$ cat config.mk
export PLATFORM = sky130hd
export DESIGN_NAME = gray_code_counter
export DESIGN_NICKNAME = d
export VERILOG_FILES = /design/src/rtl/gray_pkg.sv /design/src/rtl/binary_to_gray.sv /design/src/rtl/gray_code_counter.sv
export SDC_FILE = /design/constraint.sdc
export NUM_CORES = 1
export LEC_CHECK = 0
export BUFFER_PORTS_ARGS = -buffer_cell sky130_fd_sc_hd__buf_2
export CAP_MARGIN = 25
export CELL_PAD_IN_SITES_DETAIL_PLACEMENT = 0
export CELL_PAD_IN_SITES_GLOBAL_PLACEMENT = 2
export CORE_ASPECT_RATIO = 0.7
export CORE_MARGIN = 5
export CORE_UTILIZATION = 28
export DETAILED_ROUTE_END_ITERATION = 6
export PLACE_DENSITY = 0.77
export SETUP_SLACK_MARGIN = 0.3
export SLEW_MARGIN = 20
export SYNTH_ARGS = -nofsm -noshare
export SYNTH_HDL_FRONTEND = slang
export SYNTH_SLANG_ARGS = --single-unit
$ cat constraint.sdc
create_clock -name clk -period 2.8 [get_ports clk]
set_clock_uncertainty 0.2 [all_clocks]
set_input_delay 0.84 -clock clk [delete_from_list [all_inputs] [get_ports clk]]
set_output_delay 0.84 -clock clk [all_outputs]
set_load 0.01 [all_outputs]
$ cat src/rtl/gray_pkg.sv
// Shared constants and the binary-to-Gray encode function for the Gray code counter.
package gray_pkg;

    localparam int unsigned GRAY_W_DEF = 4;
    localparam int unsigned GRAY_W_MAX = 16;

    // Operates at the maximum width; narrower callers zero-extend and truncate.
    function automatic logic [GRAY_W_MAX-1:0] encode(input logic [GRAY_W_MAX-1:0] b);
        return b ^ (b >> 1);
    endfunction

endpackage

$ cat src/rtl/binary_to_gray.sv
// Purely combinational binary-to-Gray converter built on the shared encode function.
module binary_to_gray
    import gray_pkg::*;
#(
    parameter int unsigned WIDTH = GRAY_W_DEF
) (
    input  logic [WIDTH-1:0] bin,
    output logic [WIDTH-1:0] gray
);

    always_comb begin
        gray = WIDTH'(encode(GRAY_W_MAX'(bin)));
    end

endmodule

$ cat src/rtl/gray_code_counter.sv
// Up/down binary counter with loadable value, registered Gray output and wrap pulse.
module gray_code_counter
    import gray_pkg::*;
#(
    parameter int unsigned WIDTH = GRAY_W_DEF
) (
    input  logic             clk,
    input  logic             rst_n,
    input  logic             en,
    input  logic             up,
    input  logic             load,
    input  logic [WIDTH-1:0] load_bin,
    output logic [WIDTH-1:0] gray,
    output logic [WIDTH-1:0] bin,
    output logic             wrap
);

    logic [1:0]       rst_sync_q;
    logic             run;
    logic [WIDTH-1:0] bin_q, bin_d;
    logic [WIDTH-1:0] gray_q, gray_d;
    logic             wrap_q, wrap_d;

    // Assertion is immediate; release only takes effect after two clock edges.
    always_ff @(posedge clk or negedge rst_n) begin
        if (!rst_n) begin
            rst_sync_q <= 2'b00;
        end else begin
            rst_sync_q <= {rst_sync_q[0], 1'b1};
        end
    end

    assign run = rst_sync_q[1];

    always_comb begin
        bin_d  = bin_q;
        wrap_d = 1'b0;
        if (run) begin
            if (load) begin
                bin_d = load_bin;
            end else if (en) begin
                if (up) begin
                    bin_d  = bin_q + WIDTH'(1);
                    wrap_d = &bin_q;
                end else begin
                    bin_d  = bin_q - WIDTH'(1);
                    wrap_d = ~|bin_q;
                end
            end
        end
    end

    // Encoding the next value keeps gray and bin aligned in the same cycle.
    binary_to_gray #(
        .WIDTH(WIDTH)
    ) u_enc (
        .bin  (bin_d),
        .gray (gray_d)
    );

    always_ff @(posedge clk or negedge rst_n) begin
        if (!rst_n) begin
            bin_q  <= '0;
            gray_q <= '0;
            wrap_q <= 1'b0;
        end else begin
            bin_q  <= bin_d;
            gray_q <= gray_d;
            wrap_q <= wrap_d;
        end
    end

    assign bin  = bin_q;
    assign gray = gray_q;
    assign wrap = wrap_q;

endmodule

[Word-level counts from Yosys, hierarchy flattened]
Cells that the tools add are included.
W data, S select, Z words.
Storage, ports and cells
  word-level logic and storage cells: 18
  register bits after elaboration: 11
  output and inout bits: 9
  bits of input ports: 9
Operators by class
  reductions and logical operators: 3
  add/sub/neg operators: 2
  multiplexer cells: 8
  bitwise gates (word level): 1
Operator list (number)
  $mux W4: 4
  $add A4 B1 Y4 const B: 1
  $mux W1: 4
  $reduce_and A4 Y1: 1
  $reduce_or A4 Y1: 1
  $sub A4 B1 Y4 const B: 1
  $xor A4 B3 Y4: 1
  $logic_not A1 Y1: 1

[Logic depth before layout (Yosys ltp)]
Gate-level depths: netlist of the first run.
  word-level depth: 6
  depth in mapped cells: 8
  mapped depth without buffers: 8

[Modules after synthesis]
From an unflattened synthesis of the first run, not the netlist that was laid out.
Unflattened totals
  cells, all modules: 50
  area total of the unflattened synthesis: 541.8 µm²
Modules (own cells, without submodules)
  gray_code_counter: cells each 46, sequential area each 275.3 µm², times used 1, area an instance 508.0 µm²
  binary_to_gray: cells each 4, sequential area each 0.0 µm², times used 1, area an instance 33.8 µm²

[Worst setup path before layout of the first run]
No wires, ideal clock.
  path kind: input to register
  start point: input up
  end point: register gray_q[2], in the netlist gray[2]
  path buffers: 0
  cell stages on the path: 7
  arrival time: 2096 ps
  path slack: 424 ps
  required time: 2520 ps
  cells stage by stage: inv_1 > ha_1 > inv_1 > o21ai_2 > mux2_4 > a211o_1 > o211ai_2
On the way
  word-level cells in the longest chain between the ends: 5
RTL lines
  start: declaration: RTL line gray_code_counter.sv:10  | input logic up,
  $mux W4: RTL line gray_code_counter.sv:42  | if (up) begin
  $mux W4: RTL line gray_code_counter.sv:41  | end else if (en) begin
  $mux W4: RTL line gray_code_counter.sv:39  | if (load) begin
  $mux W4: RTL line gray_code_counter.sv:38  | if (run) begin
  $xor A4 B3 Y4: RTL line gray_pkg.sv:9  | return b ^ (b >> 1);
  named net gray_d[2]: RTL line gray_code_counter.sv:21  | logic [WIDTH-1:0] gray_q, gray_d;
  end signal: assignment: RTL line gray_code_counter.sv:68  | gray_q <= gray_d;
  end: declaration: RTL line gray_code_counter.sv:21
The timed path passes the listed nets, and every way through them passes these cells.

[Final worst setup path of the first run]
Same ends and word-level chain as after synthesis.

==> results.cfg, run 1 <==
[floorplanning]
ioPinCount = 18
placeableCoreArea_sq_mm = 0.00210
initial_utilization_pct = 28.5
die_y_um = 48.7
number_of_cell_rows = 14
die_w_um = 65.3
design.die.area_sq_mm = 0.00318

[drt]
wirelength_mm = 1.46
drt_first_iter_violations = 38
antenna_left = 0
met2RoutedLength_um = 616
topRoutingLayerUsed = met3
post_drt_wl_per_cell_um = 13.2
detailedRoute.firstPassIterationCount = 4
wl_met3_um = 89
num_vias = 546
routed_via_density = 4.96
drc = 0
routed_met1_length_um = 749

[timing]
final_period_minus_worst_setup_slack_ns = 2.41
timing.final.max_slew_violations = 0
finalHoldViolCount = 0
setup_violations = 0
clock.fmax_mhz = 415
whs_ns = 0.153
layout_worst_path_cycle_share_pct = 86.1
setup-tns-final_ns = 0
final.setup.worst_slack_ns = 0.388
unrepaired_setup_endpoints_after_global_routing = false

[yosys]
ys_seq_area_share_pct = 41.8
syn-instance-count = 63
synth.lib_cells_used.distinct = 30
synth.avg_cell_area_sq_um = 9.51
synth.ff_latch_count = 10
mappedNetlistNets = 75
yosysWarnings = 0
area_of_the_mapped_netlist_sq_um = 599

[critical_path]
critPathRequiredTime_ns = 2.78
path_class = in2reg
worst_path_arrival_ns = 2.39
cp-end-kind = flop
worst-path-buf-inv = 3
cpLargestDelayFamily = compound AO/OA/AOI/OAI gates
critical_path.max_fanout = 7
crit_path_top_delay_cell = sky130_fd_sc_hd__mux2_4
cp_launch_type = primary input
cp_slowest_stage_delay_ns = 0.32
cp_cell_sequence = buf_4 -> clkinvlp_4 -> buf_12 -> ha_4 -> a21oi_4 -> o21ai_2 -> mux2_4 -> a211o_1 -> o211ai_2

[placement]
numPortBuffers = 17
place.gp.congestion = 0.776
dp_hpwl_mm = 1.12
place_ws_ns = 0.0286
placedCellCount = 102

[layout]
num_antenna_cells = 0
layout-drive-gt1-share_pct = 40.7
syn2layout_area_growth_pct = 38.4
mostFrequentLayoutCells = sky130_fd_sc_hd__buf_2, sky130_fd_sc_hd__dfrtp_1, sky130_fd_sc_hd__inv_1, sky130_fd_sc_hd__buf_4
multiInputGateArea_sq_um = 345
register_area_sq_um = 250
finalNonFillerCells = 110
fillerInstances = 220
final_common_cell = sky130_fd_sc_hd__buf_2
fin_nets = 99
final_util_pct = 39.5

[clock_tree]
cts.root.buffer_cell = sky130_fd_sc_hd__clkbuf_4
clock_latency_ns = 0.26
cts.clk_slew.worst_paths_ns = 0.06
tritoncts_clock_tree = built
cts-htree-levels = 1
cts_made_buffers = 3
cts_sinks = 10
clock_path_buffers = 2

[flow_run]
maxcap_viol_count = 0

[pwr]
power.static_leakage_nw = 0.370
max-vdd-ir-drop_mv = 0.188
power.density_cell_area_mw_per_mm2 = 640

[global_route]
grt_use_total_pct = 9.48
grt_first_pass_wirelength_mm = 2.37
via_count_of_the_first_global_routing_pass = 503
grt.overflow.total = 0
grt_start_max_net_pins = 14
grt_antenna_before_repair = 0

[min_path]
holdCritPathClass = reg2reg

[run_status]
run_status = complete, no violations
[cells in the mapped netlist]
master / count / area (sq um)
sky130_fd_sc_hd__xnor2_1: 1 / 8.76
sky130_fd_sc_hd__nand3_1: 3 / 15.0
sky130_fd_sc_hd__o22ai_1: 3 / 18.8
sky130_fd_sc_hd__o211ai_1: 1 / 7.51
sky130_fd_sc_hd__o21ai_2: 1 / 8.76
sky130_fd_sc_hd__conb_1: 1 / 3.75
sky130_fd_sc_hd__buf_4: 1 / 7.51
sky130_fd_sc_hd__o21ai_0: 2 / 10.0
sky130_fd_sc_hd__nor3_1: 2 / 10.0
sky130_fd_sc_hd__nand4_1: 3 / 18.8
sky130_fd_sc_hd__nor2_1: 3 / 11.3
sky130_fd_sc_hd__a211o_1: 1 / 8.76
sky130_fd_sc_hd__ha_1: 2 / 25.0
sky130_fd_sc_hd__fa_1: 1 / 20.0
sky130_fd_sc_hd__o22a_1: 1 / 8.76
sky130_fd_sc_hd__a21oi_2: 1 / 8.76
sky130_fd_sc_hd__nor4b_1: 1 / 8.76
sky130_fd_sc_hd__mux2_4: 1 / 15.0
sky130_fd_sc_hd__inv_1: 7 / 26.3
sky130_fd_sc_hd__dfrtp_1: 10 / 250
sky130_fd_sc_hd__or4_1: 1 / 7.51
sky130_fd_sc_hd__a21oi_1: 3 / 15.0
sky130_fd_sc_hd__a311oi_1: 1 / 8.76
sky130_fd_sc_hd__o21ai_1: 1 / 5.00
sky130_fd_sc_hd__or2b_1: 1 / 7.51
sky130_fd_sc_hd__xor2_1: 2 / 17.5
sky130_fd_sc_hd__o211ai_2: 1 / 12.5
sky130_fd_sc_hd__a31oi_1: 2 / 12.5
sky130_fd_sc_hd__nand2_1: 3 / 11.3
sky130_fd_sc_hd__buf_2: 2 / 10.0
[repair_timing]
| item | CTS | global route |
|---|---|---|
| endpoints found under the setup margin | 0 | 2 |
| setup buffers | 0 | 4 |
| hold buffers | 0 | 0 |
| hold endpoints to repair | 0 | 0 |
| gates resized for setup | 0 | 8 |
[state kept, by name, summed over array words and instances, names as in the netlist, named ones only]
register,flops
gray,3
rst_sync_q,2
bin,3
wrap,1
[final timing paths]
path / startpoint / to / slack [ns] / cells after the start
max: up / gray[2]$_DFF_PN0_ / 0.39 / 9
min: rst_sync_q[0]$_DFF_PN0_ / rst_sync_q[1]$_DFF_PN0_ / 0.15 / 0
min in group asynchronous: rst_n / bin[0]$_DFF_PN0_ / 0.22 / 1
min reg2reg: rst_sync_q[0]$_DFF_PN0_ / rst_sync_q[1]$_DFF_PN0_ / 0.15 / 0
max in group asynchronous: rst_n / gray[2]$_DFF_PN0_ / 1.99 / 1
max reg2reg: bin[0]$_DFF_PN0_ / gray[2]$_DFF_PN0_ / 0.63 / 7
[layout make-up]
cell class,instances,share of cell area [%]
clock buffer,4,4.37
sequential,10,30.2
timing repair buffer,22,16.6
inverter,7,3.62
multi-input combinational,43,41.6
tap,24,3.62
[per-layer routing]
layer  track usage [%]  up-vias
met5                 0        -
li1                  -      277
met3              4.17        0
met4              1.03        0
met1              12.8      255
met2              14.5       14
[kinds of logic after synthesis]
| group | after synthesis | share of synthesized area (%) |
|---|---|---|
| AND/OR/NAND/NOR | 17 | 15.0 |
| buffers and inverters | 10 | 7.31 |
| XOR/XNOR | 3 | 4.38 |
| multiplexers | 1 | 2.50 |
| AO/OA/AOI/OAI | 18 | 20.9 |
| other | 1 | 0.626 |
| adder cells (fa/ha/maj) | 3 | 7.52 |
| flip-flops | 10 | 41.8 |
[per-stage QoR]
step | power (mW) | cell area (sq um)
after global routing | 0.574 | 830
after detailed placement | 0.379 | 704
after global placement | 0.376 | 704
after floorplan | 0.315 | 599
final | 0.531 | 830
after CTS | 0.508 | 741
[power by group]
group	total (mW)	switching [mW]	internal (mW)
logic	0.203	0.103	0.0998
clock network	0.125	0.0461	0.0788
registers	0.204	0.0311	0.173
Note: power is estimated with default switching activity, not from simulation.
==> inputs of run 2 (changes only) <==
--- a/config.mk
+++ b/config.mk
@@ -5,13 +5,15 @@
 export SDC_FILE = /design/constraint.sdc
 export NUM_CORES = 1
 export LEC_CHECK = 0
+export ABC_AREA = 1
 export BUFFER_PORTS_ARGS = -buffer_cell sky130_fd_sc_hd__buf_2
-export CAP_MARGIN = 25
+export CAP_MARGIN = 20
 export CELL_PAD_IN_SITES_DETAIL_PLACEMENT = 0
 export CELL_PAD_IN_SITES_GLOBAL_PLACEMENT = 2
 export CORE_ASPECT_RATIO = 0.7
 export CORE_MARGIN = 5
-export CORE_UTILIZATION = 28
+export CORE_UTILIZATION = 27
+export CTS_BUF_LIST = sky130_fd_sc_hd__clkbuf_16
 export DETAILED_ROUTE_END_ITERATION = 6
 export PLACE_DENSITY = 0.77
 export SETUP_SLACK_MARGIN = 0.3
==> results.cfg, run 2 <==
[clock_tree]
tritoncts_clock_tree = built
cts-htree-levels = 1
ctsResizeCount = 0
cts.clk_slew.worst_paths_ns = 0.04
cts_sinks = 10
post-cts-setup-buffer-count = 0
cts_hold_repair.buffers = 0
clock_latency_ns = 0.23
cts.root.buffer_cell = sky130_fd_sc_hd__clkbuf_16
clock_path_buffers = 2
cts_made_buffers = 3

[timing]
finalHoldViolCount = 0
final.setup.worst_slack_ns = 0.610
setup_violations = 0
final_period_minus_worst_setup_slack_ns = 2.19
layout_worst_path_cycle_share_pct = 78.2
setup-tns-final_ns = 0
timing.final.max_slew_violations = 0
clock.fmax_mhz = 457
unrepaired_setup_endpoints_after_global_routing = false

[drt]
detailedRoute.firstPassIterationCount = 4
drt_first_iter_violations = 26
antenna_left = 0
num_vias = 511
drc = 0
routed_via_density = 4.52
wirelength_mm = 1.34
post_drt_wl_per_cell_um = 11.9

[critical_path]
cp_launch_type = primary input
critical_path.max_fanout = 4
worst_path_arrival_ns = 2.11
cp-end-kind = flop
critPathRequiredTime_ns = 2.72
path_class = in2reg

[global_route]
grt.overflow.total = 0
grt_first_pass_wirelength_mm = 2.32
grt_start_max_net_pins = 11
via_count_of_the_first_global_routing_pass = 488
grt_use_total_pct = 9.86
grt_antenna_before_repair = 0

[placement]
place_ws_ns = 0.371
numPortBuffers = 17
place.gp.congestion = 0.713
dp_hpwl_mm = 1.10

[layout]
num_antenna_cells = 0
mostFrequentLayoutCells = sky130_fd_sc_hd__nand2_1, sky130_fd_sc_hd__buf_2, sky130_fd_sc_hd__inv_1, sky130_fd_sc_hd__dfrtp_1, sky130_fd_sc_hd__nand3_1
layout-drive-gt1-share_pct = 31.5
fillerInstances = 229
syn2layout_area_growth_pct = 32.0
fin_nets = 102
final_common_cell = sky130_fd_sc_hd__nand2_1
register_area_sq_um = 250
multiInputGateArea_sq_um = 284

[yosys]
synth_most_common_cell = sky130_fd_sc_hd__nand2_1
netlist_top_cells_count = sky130_fd_sc_hd__nand2_1, sky130_fd_sc_hd__dfrtp_1, sky130_fd_sc_hd__inv_1
synth.lib_cells_used.distinct = 25
yosysWarnings = 0
yosys.area.top_type = sky130_fd_sc_hd__dfrtp_1
synth_async_sr_flop_share_pct = 100
yosys_most_used_dff = sky130_fd_sc_hd__dfrtp_1
synth_top_family_by_area = simple AND/OR/NAND/NOR gates
share_of_the_synthesized_area_in_the_top_cell_type_pct = 42.9
area_of_the_mapped_netlist_sq_um = 583
adder_cell_share_of_the_synthesized_area_pct = 7.73
syn-instance-count = 69
synth.area.top_cells = sky130_fd_sc_hd__dfrtp_1, sky130_fd_sc_hd__nand2_1, sky130_fd_sc_hd__inv_1
post_synth_mux_area_share_pct = 0
synth-edff-count = 0
ys_seq_area_share_pct = 42.9
synth.avg_cell_area_sq_um = 8.45
mappedNetlistNets = 81
synthXorXnorAreaFrac_pct = 3.00
synth_compound_gate_area_share_pct = 12.0
synth_simple_gate_area_share_pct = 25.3
synth.ff_latch_count = 10

[pwr]
power_frac_clock_pct = 42.9
netSwitchingPower_uw = 168
power.static_leakage_nw = 0.416
max-vdd-ir-drop_mv = 0.313
power.density_cell_area_mw_per_mm2 = 758
sw_share_pct = 28.7
cell_internal_pwr_uw = 416
share_comb_of_total_power_pct = 24.7
power.sequential.fraction_pct = 32.4

[floorplanning]
number_of_cell_rows = 14
ioPinCount = 18
initial_utilization_pct = 27.7
placeableCoreArea_sq_mm = 0.00210
die_y_um = 48.9
design.die.area_sq_mm = 0.00320
die_w_um = 65.5

[min_path]
holdCritPathClass = reg2reg

[flow_run]
maxcap_viol_count = 0

[run_status]
run_status = complete, no violations
## run 2: cell families after synthesis
| group | after synthesis |
|---|---|
| compound gates | 8 |
| xor+xnor | 2 |
| fa+ha+maj | 3 |
| buf+inv | 12 |
| flops | 10 |
| other cells | 1 |
| simple gates | 33 |
## run 2: worst paths after layout
kind	startpoint	end	slack [ns]	cells after the start
setup reg to reg	bin[0]$_DFF_PN0_	gray[2]$_DFF_PN0_	0.93	10
hold / removal	rst_sync_q[0]$_DFF_PN0_	rst_sync_q[1]$_DFF_PN0_	0.16	0
setup / recovery	up	gray[2]$_DFF_PN0_	0.61	12
max in group asynchronous	rst_n	gray[2]$_DFF_PN0_	1.95	1
min in group asynchronous	rst_n	gray[0]$_DFF_PN0_	0.26	1
hold reg to reg	rst_sync_q[0]$_DFF_PN0_	rst_sync_q[1]$_DFF_PN0_	0.16	0
## run 2: critical path, stage by stage
cell and delay (ns):
sky130_fd_sc_hd__buf_2 0.13, sky130_fd_sc_hd__inv_1 0.10, sky130_fd_sc_hd__ha_1 0.33, sky130_fd_sc_hd__or2_1 0.25, sky130_fd_sc_hd__nand2_1 0.07, sky130_fd_sc_hd__nand2_1 0.04
sky130_fd_sc_hd__nand2_1 0.05, sky130_fd_sc_hd__nand2_1 0.05, sky130_fd_sc_hd__nand2_1 0.07, sky130_fd_sc_hd__nand2_1 0.06, sky130_fd_sc_hd__nand2_1 0.05, sky130_fd_sc_hd__nand2_1 0.05
## run 2: per-stage QoR
stage	utilization [%]	power, mW	hold WS [ns]	instance area, sq um	std cells
2_1_floorplan	-	0.284	0.131	583	69
5_1_grt	36.6	0.625	0.167	769	113
3_3_place_gp	32.9	0.336	0.137	691	109
4_1_cts	36.6	0.590	0.157	769	113
3_5_place_dp	32.9	0.339	0.146	691	109
6_report	36.6	0.583	0.156	769	113
## run 2: power groups by stage
stage	Combinational (mW)	Clock [mW]	Sequential (mW)
finish	0.144	0.250	0.189
global route	0.163	0.266	0.195
CTS	0.147	0.253	0.190
detailed placement	0.147	0	0.192
global placement	0.146	0	0.190
floorplan	0.0849	0	0.199
## run 2: cell type report
class                           instances  area share, %
Clock buffer                            3           9.76
Clock inverter                          1          0.488
Tap cell                               24           3.90
Timing Repair Buffer                   17           11.1
Multi-Input combinational cell         47           36.9
Inverter                               11           5.37
Sequential cell                        10           32.5
## run 2: per-layer routing
metal  part of all wire, %  global-route usage [%]  vias to the layer above
li1                      -                       -                      255
met1                    54                    14.7                      238
met2                    40                    12.3                       18
met3                   5.8                    5.07                        0
met4                     0                    2.07                        0
met5                     0                       0                        -
